## src/rtl/alu_pkg.sv

```systemverilog
// ALU operation codes, MIPS opcode/funct constants and decode helpers
// shared by the issue stage and the ALU.
package alu_pkg;

  localparam logic [3:0] ALU_ADD  = 4'b1110;
  localparam logic [3:0] ALU_SUB  = 4'b0100;
  localparam logic [3:0] ALU_AND  = 4'b0010;
  localparam logic [3:0] ALU_OR   = 4'b0011;
  localparam logic [3:0] ALU_XOR  = 4'b0111;
  localparam logic [3:0] ALU_SLL  = 4'b1010;
  localparam logic [3:0] ALU_SRL  = 4'b1000;
  localparam logic [3:0] ALU_SRA  = 4'b1001;
  localparam logic [3:0] ALU_JR   = 4'b1100;
  localparam logic [3:0] ALU_ADDU = 4'b0001;
  localparam logic [3:0] ALU_SUBU = 4'b0101;
  localparam logic [3:0] ALU_LUI  = 4'b0110;
  localparam logic [3:0] ALU_NOP  = 4'b0000;

  localparam logic [5:0] OP_RTYPE = 6'b000000;
  localparam logic [5:0] OP_ADDI  = 6'b001000;
  localparam logic [5:0] OP_ANDI  = 6'b001100;
  localparam logic [5:0] OP_ORI   = 6'b001101;
  localparam logic [5:0] OP_XORI  = 6'b001110;
  localparam logic [5:0] OP_LW    = 6'b100011;
  localparam logic [5:0] OP_SW    = 6'b101011;
  localparam logic [5:0] OP_BEQ   = 6'b000100;
  localparam logic [5:0] OP_LUI   = 6'b001111;

  localparam logic [5:0] F_ADD = 6'b100000;
  localparam logic [5:0] F_SUB = 6'b100010;
  localparam logic [5:0] F_AND = 6'b100100;
  localparam logic [5:0] F_OR  = 6'b100101;
  localparam logic [5:0] F_XOR = 6'b100110;
  localparam logic [5:0] F_SLL = 6'b000000;
  localparam logic [5:0] F_SRL = 6'b000010;
  localparam logic [5:0] F_SRA = 6'b000011;
  localparam logic [5:0] F_JR  = 6'b001000;

  // control bits carried alongside the operands
  typedef struct packed {
    logic reg_write;
    logic mem_read;
    logic mem_write;
    logic branch;
    logic jump_reg;
    logic illegal;
  } alu_ctl_t;

endpackage

```

## src/rtl/alu_decode_comb.sv

```systemverilog
// Combinational MIPS decode: instruction fields plus register
// operands to ALUctr, A/B operands, destination and controls.
module alu_decode_comb
  import alu_pkg::*;
#(
  parameter int DATA_W = 32,
  parameter int CTR_W  = 4
) (
  input  logic [5:0]        op,
  input  logic [4:0]        rt,
  input  logic [15:0]       imm,
  input  logic [DATA_W-1:0] rs_data,
  input  logic [DATA_W-1:0] rt_data,
  output logic [CTR_W-1:0]  aluctr,
  output logic [DATA_W-1:0] a,
  output logic [DATA_W-1:0] b,
  output logic [4:0]        wr_reg,
  output alu_ctl_t          ctl
);

  logic [5:0]        funct;
  logic [4:0]        rd;
  logic [4:0]        shamt;
  logic              is_r;
  logic [DATA_W-1:0] simm;
  logic [DATA_W-1:0] zimm;
  logic [DATA_W-1:0] zsh;

  assign funct = imm[5:0];
  assign rd    = imm[15:11];
  assign shamt = imm[10:6];
  assign is_r  = (op == OP_RTYPE);
  assign simm  = {{(DATA_W-16){imm[15]}}, imm};
  assign zimm  = {{(DATA_W-16){1'b0}}, imm};
  assign zsh   = {{(DATA_W-5){1'b0}}, shamt};

  always_comb begin
    aluctr = CTR_W'(ALU_NOP);
    a      = '0;
    b      = '0;
    wr_reg = '0;
    ctl    = '0;
    unique case (1'b1)
      is_r && funct == F_ADD: begin
        aluctr = CTR_W'(ALU_ADD);
        a = rs_data; b = rt_data;
        wr_reg = rd; ctl.reg_write = 1'b1;
      end
      is_r && funct == F_SUB: begin
        aluctr = CTR_W'(ALU_SUB);
        a = rs_data; b = rt_data;
        wr_reg = rd; ctl.reg_write = 1'b1;
      end
      is_r && funct == F_AND: begin
        aluctr = CTR_W'(ALU_AND);
        a = rs_data; b = rt_data;
        wr_reg = rd; ctl.reg_write = 1'b1;
      end
      is_r && funct == F_OR: begin
        aluctr = CTR_W'(ALU_OR);
        a = rs_data; b = rt_data;
        wr_reg = rd; ctl.reg_write = 1'b1;
      end
      is_r && funct == F_XOR: begin
        aluctr = CTR_W'(ALU_XOR);
        a = rs_data; b = rt_data;
        wr_reg = rd; ctl.reg_write = 1'b1;
      end
      is_r && funct == F_SLL: begin
        aluctr = CTR_W'(ALU_SLL);
        a = zsh; b = rt_data;
        wr_reg = rd; ctl.reg_write = 1'b1;
      end
      is_r && funct == F_SRL: begin
        aluctr = CTR_W'(ALU_SRL);
        a = zsh; b = rt_data;
        wr_reg = rd; ctl.reg_write = 1'b1;
      end
      is_r && funct == F_SRA: begin
        aluctr = CTR_W'(ALU_SRA);
        a = zsh; b = rt_data;
        wr_reg = rd; ctl.reg_write = 1'b1;
      end
      is_r && funct == F_JR: begin
        aluctr = CTR_W'(ALU_JR);
        a = rs_data;
        ctl.jump_reg = 1'b1;
      end
      op == OP_ADDI: begin
        aluctr = CTR_W'(ALU_ADD);
        a = rs_data; b = simm;
        wr_reg = rt; ctl.reg_write = 1'b1;
      end
      op == OP_ANDI: begin
        aluctr = CTR_W'(ALU_AND);
        a = rs_data; b = zimm;
        wr_reg = rt; ctl.reg_write = 1'b1;
      end
      op == OP_ORI: begin
        aluctr = CTR_W'(ALU_OR);
        a = rs_data; b = zimm;
        wr_reg = rt; ctl.reg_write = 1'b1;
      end
      op == OP_XORI: begin
        aluctr = CTR_W'(ALU_XOR);
        a = rs_data; b = zimm;
        wr_reg = rt; ctl.reg_write = 1'b1;
      end
      op == OP_LW: begin
        aluctr = CTR_W'(ALU_ADDU);
        a = rs_data; b = simm;
        wr_reg = rt;
        ctl.reg_write = 1'b1;
        ctl.mem_read = 1'b1;
      end
      op == OP_SW: begin
        aluctr = CTR_W'(ALU_ADDU);
        a = rs_data; b = simm;
        ctl.mem_write = 1'b1;
      end
      op == OP_BEQ: begin
        aluctr = CTR_W'(ALU_SUBU);
        a = rs_data; b = rt_data;
        ctl.branch = 1'b1;
      end
      op == OP_LUI: begin
        aluctr = CTR_W'(ALU_LUI);
        b = zimm;
        wr_reg = rt; ctl.reg_write = 1'b1;
      end
      default: ctl.illegal = 1'b1;
    endcase
  end

endmodule

```

## src/rtl/alu_issue_decode.sv

```systemverilog
// Registered decode/issue stage feeding the ALU, with a 2-entry
// (output + skid) buffer behind valid/ready handshakes.
module alu_issue_decode
  import alu_pkg::*;
#(
  parameter int DATA_W = 32,
  parameter int CTR_W  = 4
) (
  input  logic              clk,
  input  logic              rst_n,
  input  logic              in_valid,
  output logic              in_ready,
  input  logic [31:0]       instr,
  input  logic [DATA_W-1:0] rs_data,
  input  logic [DATA_W-1:0] rt_data,
  input  logic              flush,
  output logic              out_valid,
  input  logic              out_ready,
  output logic [CTR_W-1:0]  ALUctr,
  output logic [DATA_W-1:0] A,
  output logic [DATA_W-1:0] B,
  output logic [4:0]        wr_reg,
  output logic              reg_write,
  output logic              mem_read,
  output logic              mem_write,
  output logic              branch,
  output logic              jump_reg,
  output logic              illegal
);

  localparam int PW = CTR_W + 2*DATA_W + 5 + $bits(alu_ctl_t);

  logic [CTR_W-1:0]  d_ctr;
  logic [DATA_W-1:0] d_a;
  logic [DATA_W-1:0] d_b;
  logic [4:0]        d_wr;
  alu_ctl_t          d_ctl;
  alu_ctl_t          o_ctl;
  logic [PW-1:0]     dec;

  logic          out_v, out_v_n;
  logic          skid_v, skid_v_n;
  logic          rdy_q;
  logic [PW-1:0] out_q, out_q_n;
  logic [PW-1:0] skid_q, skid_q_n;
  logic          acc;
  logic          ret;

  alu_decode_comb #(
    .DATA_W (DATA_W),
    .CTR_W  (CTR_W)
  ) u_dec (
    .op      (instr[31:26]),
    .rt      (instr[20:16]),
    .imm     (instr[15:0]),
    .rs_data (rs_data),
    .rt_data (rt_data),
    .aluctr  (d_ctr),
    .a       (d_a),
    .b       (d_b),
    .wr_reg  (d_wr),
    .ctl     (d_ctl)
  );

  assign dec = {d_ctr, d_a, d_b, d_wr, d_ctl};
  assign acc = in_valid && rdy_q;
  assign ret = out_v && out_ready;

  always_comb begin
    out_v_n  = out_v;
    skid_v_n = skid_v;
    out_q_n  = out_q;
    skid_q_n = skid_q;
    if (flush) begin
      out_v_n  = 1'b0;
      skid_v_n = 1'b0;
      out_q_n  = '0;
    end else if (!out_v || ret) begin
      // skid is only ever full while out is full, so acc is 0 here
      if (skid_v) begin
        out_q_n  = skid_q;
        out_v_n  = 1'b1;
        skid_v_n = 1'b0;
      end else begin
        out_v_n = acc;
        if (acc) out_q_n = dec;
      end
    end else if (acc) begin
      skid_q_n = dec;
      skid_v_n = 1'b1;
    end
  end

  always_ff @(posedge clk or negedge rst_n) begin
    if (!rst_n) begin
      out_v  <= 1'b0;
      skid_v <= 1'b0;
      rdy_q  <= 1'b1;
      out_q  <= '0;
      skid_q <= '0;
    end else begin
      out_v  <= out_v_n;
      skid_v <= skid_v_n;
      rdy_q  <= !skid_v_n;
      out_q  <= out_q_n;
      skid_q <= skid_q_n;
    end
  end

  assign in_ready  = rdy_q;
  assign out_valid = out_v;
  assign {ALUctr, A, B, wr_reg, o_ctl} = out_q;
  assign reg_write = o_ctl.reg_write;
  assign mem_read  = o_ctl.mem_read;
  assign mem_write = o_ctl.mem_write;
  assign branch    = o_ctl.branch;
  assign jump_reg  = o_ctl.jump_reg;
  assign illegal   = o_ctl.illegal;

endmodule

```

## config.mk

```make
export PLATFORM = sky130hd
export DESIGN_NAME = alu_issue_decode
export DESIGN_NICKNAME = d
export VERILOG_FILES = /design/src/rtl/alu_pkg.sv /design/src/rtl/alu_decode_comb.sv /design/src/rtl/alu_issue_decode.sv
export SDC_FILE = /design/constraint.sdc
export NUM_CORES = 1
export LEC_CHECK = 0
export BUFFER_PORTS_ARGS = -buffer_cell sky130_fd_sc_hd__buf_2
export CAP_MARGIN = 20
export CORE_ASPECT_RATIO = 0.75
export CORE_MARGIN = 2
export CORE_UTILIZATION = 25
export CTS_BUF_LIST = sky130_fd_sc_hd__clkbuf_8
export CTS_CLUSTER_SIZE = 40
export DETAILED_ROUTE_END_ITERATION = 8
export MAX_ROUTING_LAYER = met4
export PLACE_DENSITY = 0.43
export SETUP_SLACK_MARGIN = 0.05
export SLEW_MARGIN = 0
export SYNTH_ARGS = -nofsm -noshare
export SYNTH_HDL_FRONTEND = slang
export SYNTH_SLANG_ARGS = --single-unit
export TNS_END_PERCENT = 10
```

## constraint.sdc

```tcl
create_clock -name clk -period 2.11 [get_ports clk]
set_input_delay 0.1055 -clock clk [delete_from_list [all_inputs] [get_ports clk]]
set_output_delay 0.1055 -clock clk [all_outputs]
set_load 0.01 [all_outputs]
```

---- Yosys cells after proc, flatten, opt, wreduce, memory -nomap -nowiden ----
Cells that the tools add are included.
storage, ports and cells
  register bits ........................... 161
  input bits .............................. 101
  logic and storage cells ................. 77
operators by class
  equal/unequal tests ..................... 16
  multiplexer cells ....................... 20
  bitwise operators ....................... 2
  reduce and logical (&&, ||, !) cells .... 34
operators with widths
  operator                                        number
  2-to-1 mux 79 bit                               4
  one-hot mux 32 bit (3 select lines)             1
  one-hot mux 32 bit (2 select lines)             1
  one-hot mux 4 bit (12 select lines)             1
  == test 6 bit (second input constant)           7
  == test 6 x 4 -> 1 bit (second input constant)  6
  OR reduction 17 bit                             1
  OR reduction 14 bit                             1
  OR reduction 13 bit                             1
  == test 6 x 2 -> 1 bit (second input constant)  2
  zero test 6 bit                                 2
  2-to-1 mux 1 bit                                12
  logical AND 1 bit                               11
  one-hot mux 5 bit (2 select lines)              1
  OR reduction 2 bit                              5
  OR reduction 9 bit                              1
  OR reduction 8 bit                              1
  == test 6 x 3 -> 1 bit (second input constant)  1
  OR reduction 3 bit                              2
  OR reduction 6 bit                              1
  OR reduction 4 bit                              1
  AND reduction 3 bit                             1
  nonzero test 3 bit                              1
  zero test 1 bit                                 2
  other kinds (4)                                 5

---- Longest topological paths before layout ----
  word-level depth ........................ 8
  depth in mapped cells ................... 8

---- Modules after synthesis ----
Synthesis repeated with hierarchy kept, for this count alone.
second synthesis, totals
  cell total of the unflattened synthesis .. 641
  area, all modules ....................... 7975.1 µm²
modules (own cells, without submodules)
  module            instances  cells each  area each (µm²)
  alu_issue_decode  1          442         6648.9
  alu_decode_comb   1          199         1326.3

---- Least setup slack after synthesis ----
OpenSTA, ideal clock, no wires.
  path kind ............................... reg2reg
  start point ............................. register rdy_q (netlist: in_ready)
  end point ............................... register out_q[19]
  arrival time ............................ 2057 ps
  data required time ...................... 2043 ps
  setup slack ............................. -15 ps
  stages on the path, launching flop included .. 8
  buffers on the path ..................... 2
  cells stage by stage .................... dfstp_2 a21oi_1 nor4_2 and2_0 clkbuf_1 clkbuf_1 a222oi_1 nand2_1
on the way
  word-level cells in the longest chain between the ends .. 3
ends and longest elaborated chain
  element                        line                     text
  start: declaration             alu_issue_decode.sv:43   logic rdy_q;
  start signal: assignment       alu_issue_decode.sv:104  rdy_q <= !skid_v_n;
  logical AND 1 bit              alu_issue_decode.sv:66   assign acc = in_valid && rdy_q;
  nonzero test 3 bit (no line)   n/a
  AND reduction 2 bit (no line)  n/a
  end signal: assignment         alu_issue_decode.sv:105  out_q <= out_q_n;
  end: declaration               alu_issue_decode.sv:44   logic [PW-1:0] out_q, out_q_n;
No other way between the ends.
A chain may end at the register's enable or synchronous reset.

---- Worst setup path in the final report ----
  start point ............................. register rdy_q (netlist: in_ready)
  end point ............................... register out_q[53]
Same word-level chain as after synthesis.

==> flow_summary_export.csv <==
group,metric,value,unit
cells_and_area,fill_cells,2916,
routing,drc,0,
timing,max_slew_margin,0.384,
worst_setup_path,end_kind,"flip-flop",
worst_setup_path,required,2470,ps
worst_setup_path,r2r_setup_slack,160,ps
timing,fmax,513,MHz
timing,grt_setup_unrepaired,"no",
routing,wl,25300,microns
timing,worstMarginPinSlew,923,ps
worst_setup_path,critPathLaunch,"in_ready",
worst_setup_path,worstPathCellList,"a21oi_1 -> nor2_1 -> nor2_4 -> buf_4 -> a22o_1 -> a21o_1",
cells_and_area,areaGrowthSynthToFinish,40.3,%
timing,period_minus_slack,1950,ps
timing,slew_viol_final,0,
worst_setup_path,worstReg2RegStart,"in_ready",
worst_hold_path,hold_depth,3,
timing,hold_ws,22.9,ps
yosys,synth_edf_count,0,
routing,drtPass1Iterations,6,
yosys,synth.cell_area,7220,sq um
grt,first_global_vias,6646,
die,ios,182,
routing,vias,6525,
place,post-dp-hpwl,16800,microns
timing,finalHoldViolCount,0,
grt,overflow,0,
worst_setup_path,critPathTopFamily,"simple AND/OR/NAND/NOR gates",
worst_hold_path,worstHoldEndpoint,"out_q[22]",
yosys,synth.distinct_cells,55,
clock_network,clock_latency,470,ps
grt,antenna_found_initial,0,
worst_hold_path,hp-start,"instr[11]",
worst_setup_path,crit_fanout,17,
timing,skew,15.6,ps
worst_setup_path,cp-start-kind,"flip-flop",
yosys,synth_async_sr_flop_share,1.00,
clock_network,path_clk_slew,90,ps
place,gp_congestion,0.732,
routing,wl_per_cell,18.6,microns
die,die_h,151,microns
clock_network,root_buffer,"clkbuf_8",
grt,grt_pass1_wl,39000,microns
clock_network,cts_made_buffers,17,
worst_setup_path,critPathKind,"flip-flop to flip-flop",
timing,fin_crit_sh,0.924,
routing,vias_per_cell,4.79,
worst_setup_path,cp.arrival,2310,ps
timing,finalSetupViolCount,0,
worst_setup_path,cpPeakStageDelay,530,ps
cells_and_area,layout-drive-gt1-share,0.278,
yosys,syn_nets,801,
place,portBuffers,176,
worst_setup_path,rr_worst_depth,6,
worst_setup_path,r2r-end,"out_q[53]",
yosys,yosysWarnings,0,
job,drv_cap,0,
cells_and_area,diodes,0,
grt,grt_start_max_net_pins,85,
die,core_area,28200,sq um
cells_and_area,nNetsFinal,1064,
die,row_count,53,
clock_network,cts_tree,"done",
pwr,ir_worst_vdd,0.396,mV
routing,postRouteAntennaNets,0,
routing,drt-initial-drc-count,393,
worst_setup_path,cp_slowest_cell,"dfstp_2",
run_status,status,"finished, final reports clean",
yosys,synth.avg_cell_area,10.3,sq um
yosys,ys_ff_latch,161,
yosys,synth_ff_type,"dfrtp_1",
grt,gr-usage-all-layers,0.173,
pwr,power_leakage,5.04,nW
worst_hold_path,hold_path_class,"input port to flip-flop",
clock_network,cts.path.max_buffers,2,
worst_setup_path,path_buf_inv,1,
yosys,synth_seq_area_share,0.558,
clock_network,cts.sinks,161,
die,die_w,200,microns
die,initial_core_util,0.256,
clock_network,h-tree-depth,4,
die,die_area,30300,sq um
timing,final.setup.tns,0,ps
pwr,power_density,706,nW/um^2
yosys,netlist_instances,700,
==> per-layer routing <==
metal | GRT usage | vias up | share of wire
li1 | - | 3133 | -
met1 | 0.246 | 3235 | 0.51
met2 | 0.257 | 146 | 0.44
met3 | 0.0293 | 11 | 0.038
met4 | 0.0433 | 0 | 0.0085
met5 | - | - | 0
==> power by group <==
group	leakage, nW	switching, mW	internal [mW]
registers	2.16	0.134	3.33
logic	2.64	0.503	0.416
clock network	0.236	1.26	1.51
==> how the worst max path moves through the flow <==
stage | cells past startpoint | endpoint
after floorplan | 7 | out_q[11]
after global placement | 6 | out_q[50]
after detailed placement | 6 | out_q[51]
after CTS | 6 | out_q[52]
after global routing | 6 | out_q[53]
final | 6 | out_q[53]
==> worst register-to-register path, stage by stage (launching register included) <==
cell     delay [ps]
dfstp_2         530
a21oi_1          70
nor2_1          390
nor2_4          240
buf_4           260
a22o_1          210
a21o_1          160
==> through the flow <==
stage	area [sq um]	setup WS, ps	instances	util	total power, mW
6_report	10100	160	1361	0.359	7.15
5_1_grt	10100	83.9	1361	0.359	7.52
4_1_cts	10100	124	1361	0.359	7.26
3_5_place_dp	8860	32.6	1249	0.314	4.33
3_3_place_gp	8860	73.4	1249	0.314	4.32
2_1_floorplan	7230	109	700	-	3.89
==> cells in the mapped netlist (2+ instances only) <==
| cell type | n | area share |
|---|---|---|
| a211o_1 | 2 | 0.0024 |
| a21o_1 | 27 | 0.028 |
| a21oi_1 | 38 | 0.026 |
| a21oi_2 | 2 | 0.0024 |
| a221o_1 | 10 | 0.014 |
| a221oi_1 | 16 | 0.019 |
| a222oi_1 | 16 | 0.022 |
| a22o_1 | 63 | 0.076 |
| a22oi_1 | 13 | 0.014 |
| a32o_1 | 2 | 0.0028 |
| a32oi_1 | 4 | 0.0048 |
| and2_1 | 6 | 0.0052 |
| and4b_1 | 2 | 0.0028 |
| buf_1 | 4 | 0.0021 |
| buf_2 | 10 | 0.0069 |
| buf_4 | 5 | 0.0052 |
| clkbuf_1 | 41 | 0.021 |
| dfrtp_1 | 160 | 0.55 |
| inv_1 | 4 | 0.0021 |
| nand2_1 | 78 | 0.041 |
| nand2b_1 | 4 | 0.0035 |
| nand3_1 | 20 | 0.014 |
| nand4b_1 | 3 | 0.0036 |
| nor2_1 | 63 | 0.033 |
| nor2b_1 | 4 | 0.0035 |
| nor3_1 | 7 | 0.0048 |
| nor4_2 | 2 | 0.0035 |
| nor4b_1 | 2 | 0.0024 |
| o21a_1 | 2 | 0.0021 |
| o21ai_0 | 41 | 0.028 |
| o21ai_1 | 23 | 0.016 |
| or3_1 | 3 | 0.0026 |
==> layout make-up <==
type	instances	area, sq um	area share
clock buffer	20	275	0.0272
sequential	161	4030	0.398
inverter	4	15.0	0.00148
timing repair buffer	303	2150	0.212
clock inverter	12	201	0.0199
multi-input combinational	476	2980	0.294
tap	385	482	0.0475
==> registers in the layout, summed over array words and instances, names as in the netlist <==
register,flops
out_q,79
skid_q,79
in_ready,1
out_valid,1
skid_v,1
==> layout by cell type (no fill, tap or decap), drive strengths merged, types with 10 or more instances in the layout <==
| master | synthesis | final |
|---|---|---|
| buf | 19 | 224 |
| o21ai | 65 | 65 |
| dlygate4sd3 | 0 | 79 |
| a221o | 10 | 10 |
| nand3 | 20 | 20 |
| a22oi | 13 | 13 |
| a221oi | 16 | 16 |
| a222oi | 16 | 16 |
| nor2 | 63 | 64 |
| clkbuf | 41 | 20 |
| dfrtp | 160 | 160 |
| a22o | 63 | 63 |
| a21oi | 40 | 40 |
| nand2 | 78 | 78 |
| a21o | 27 | 27 |
==> repair_timing <==
action                                  in CTS  in global routing
buffers inserted                             0                  0
resized for setup                            0                  0
endpoints found under the setup margin      12                  0
endpoints found under the hold margin      299                  0
hold buffers                                79                  0
==> logic make-up (layout without fill, tap and decap cells) <==
logic type / Yosys count / in the layout / share of synthesized area
AOI/OAI and AO/OA: 269 / 269 / 0.271
and+or+nand+nor: 204 / 205 / 0.131
DFF: 161 / 161 / 0.558
buffers and inverters: 64 / 339 / 0.0376
xor gates and xnor gates: 1 / 1 / 0.00121
muxes: 1 / 1 / 0.00139
Note: power is estimated with default switching activity, not from simulation.
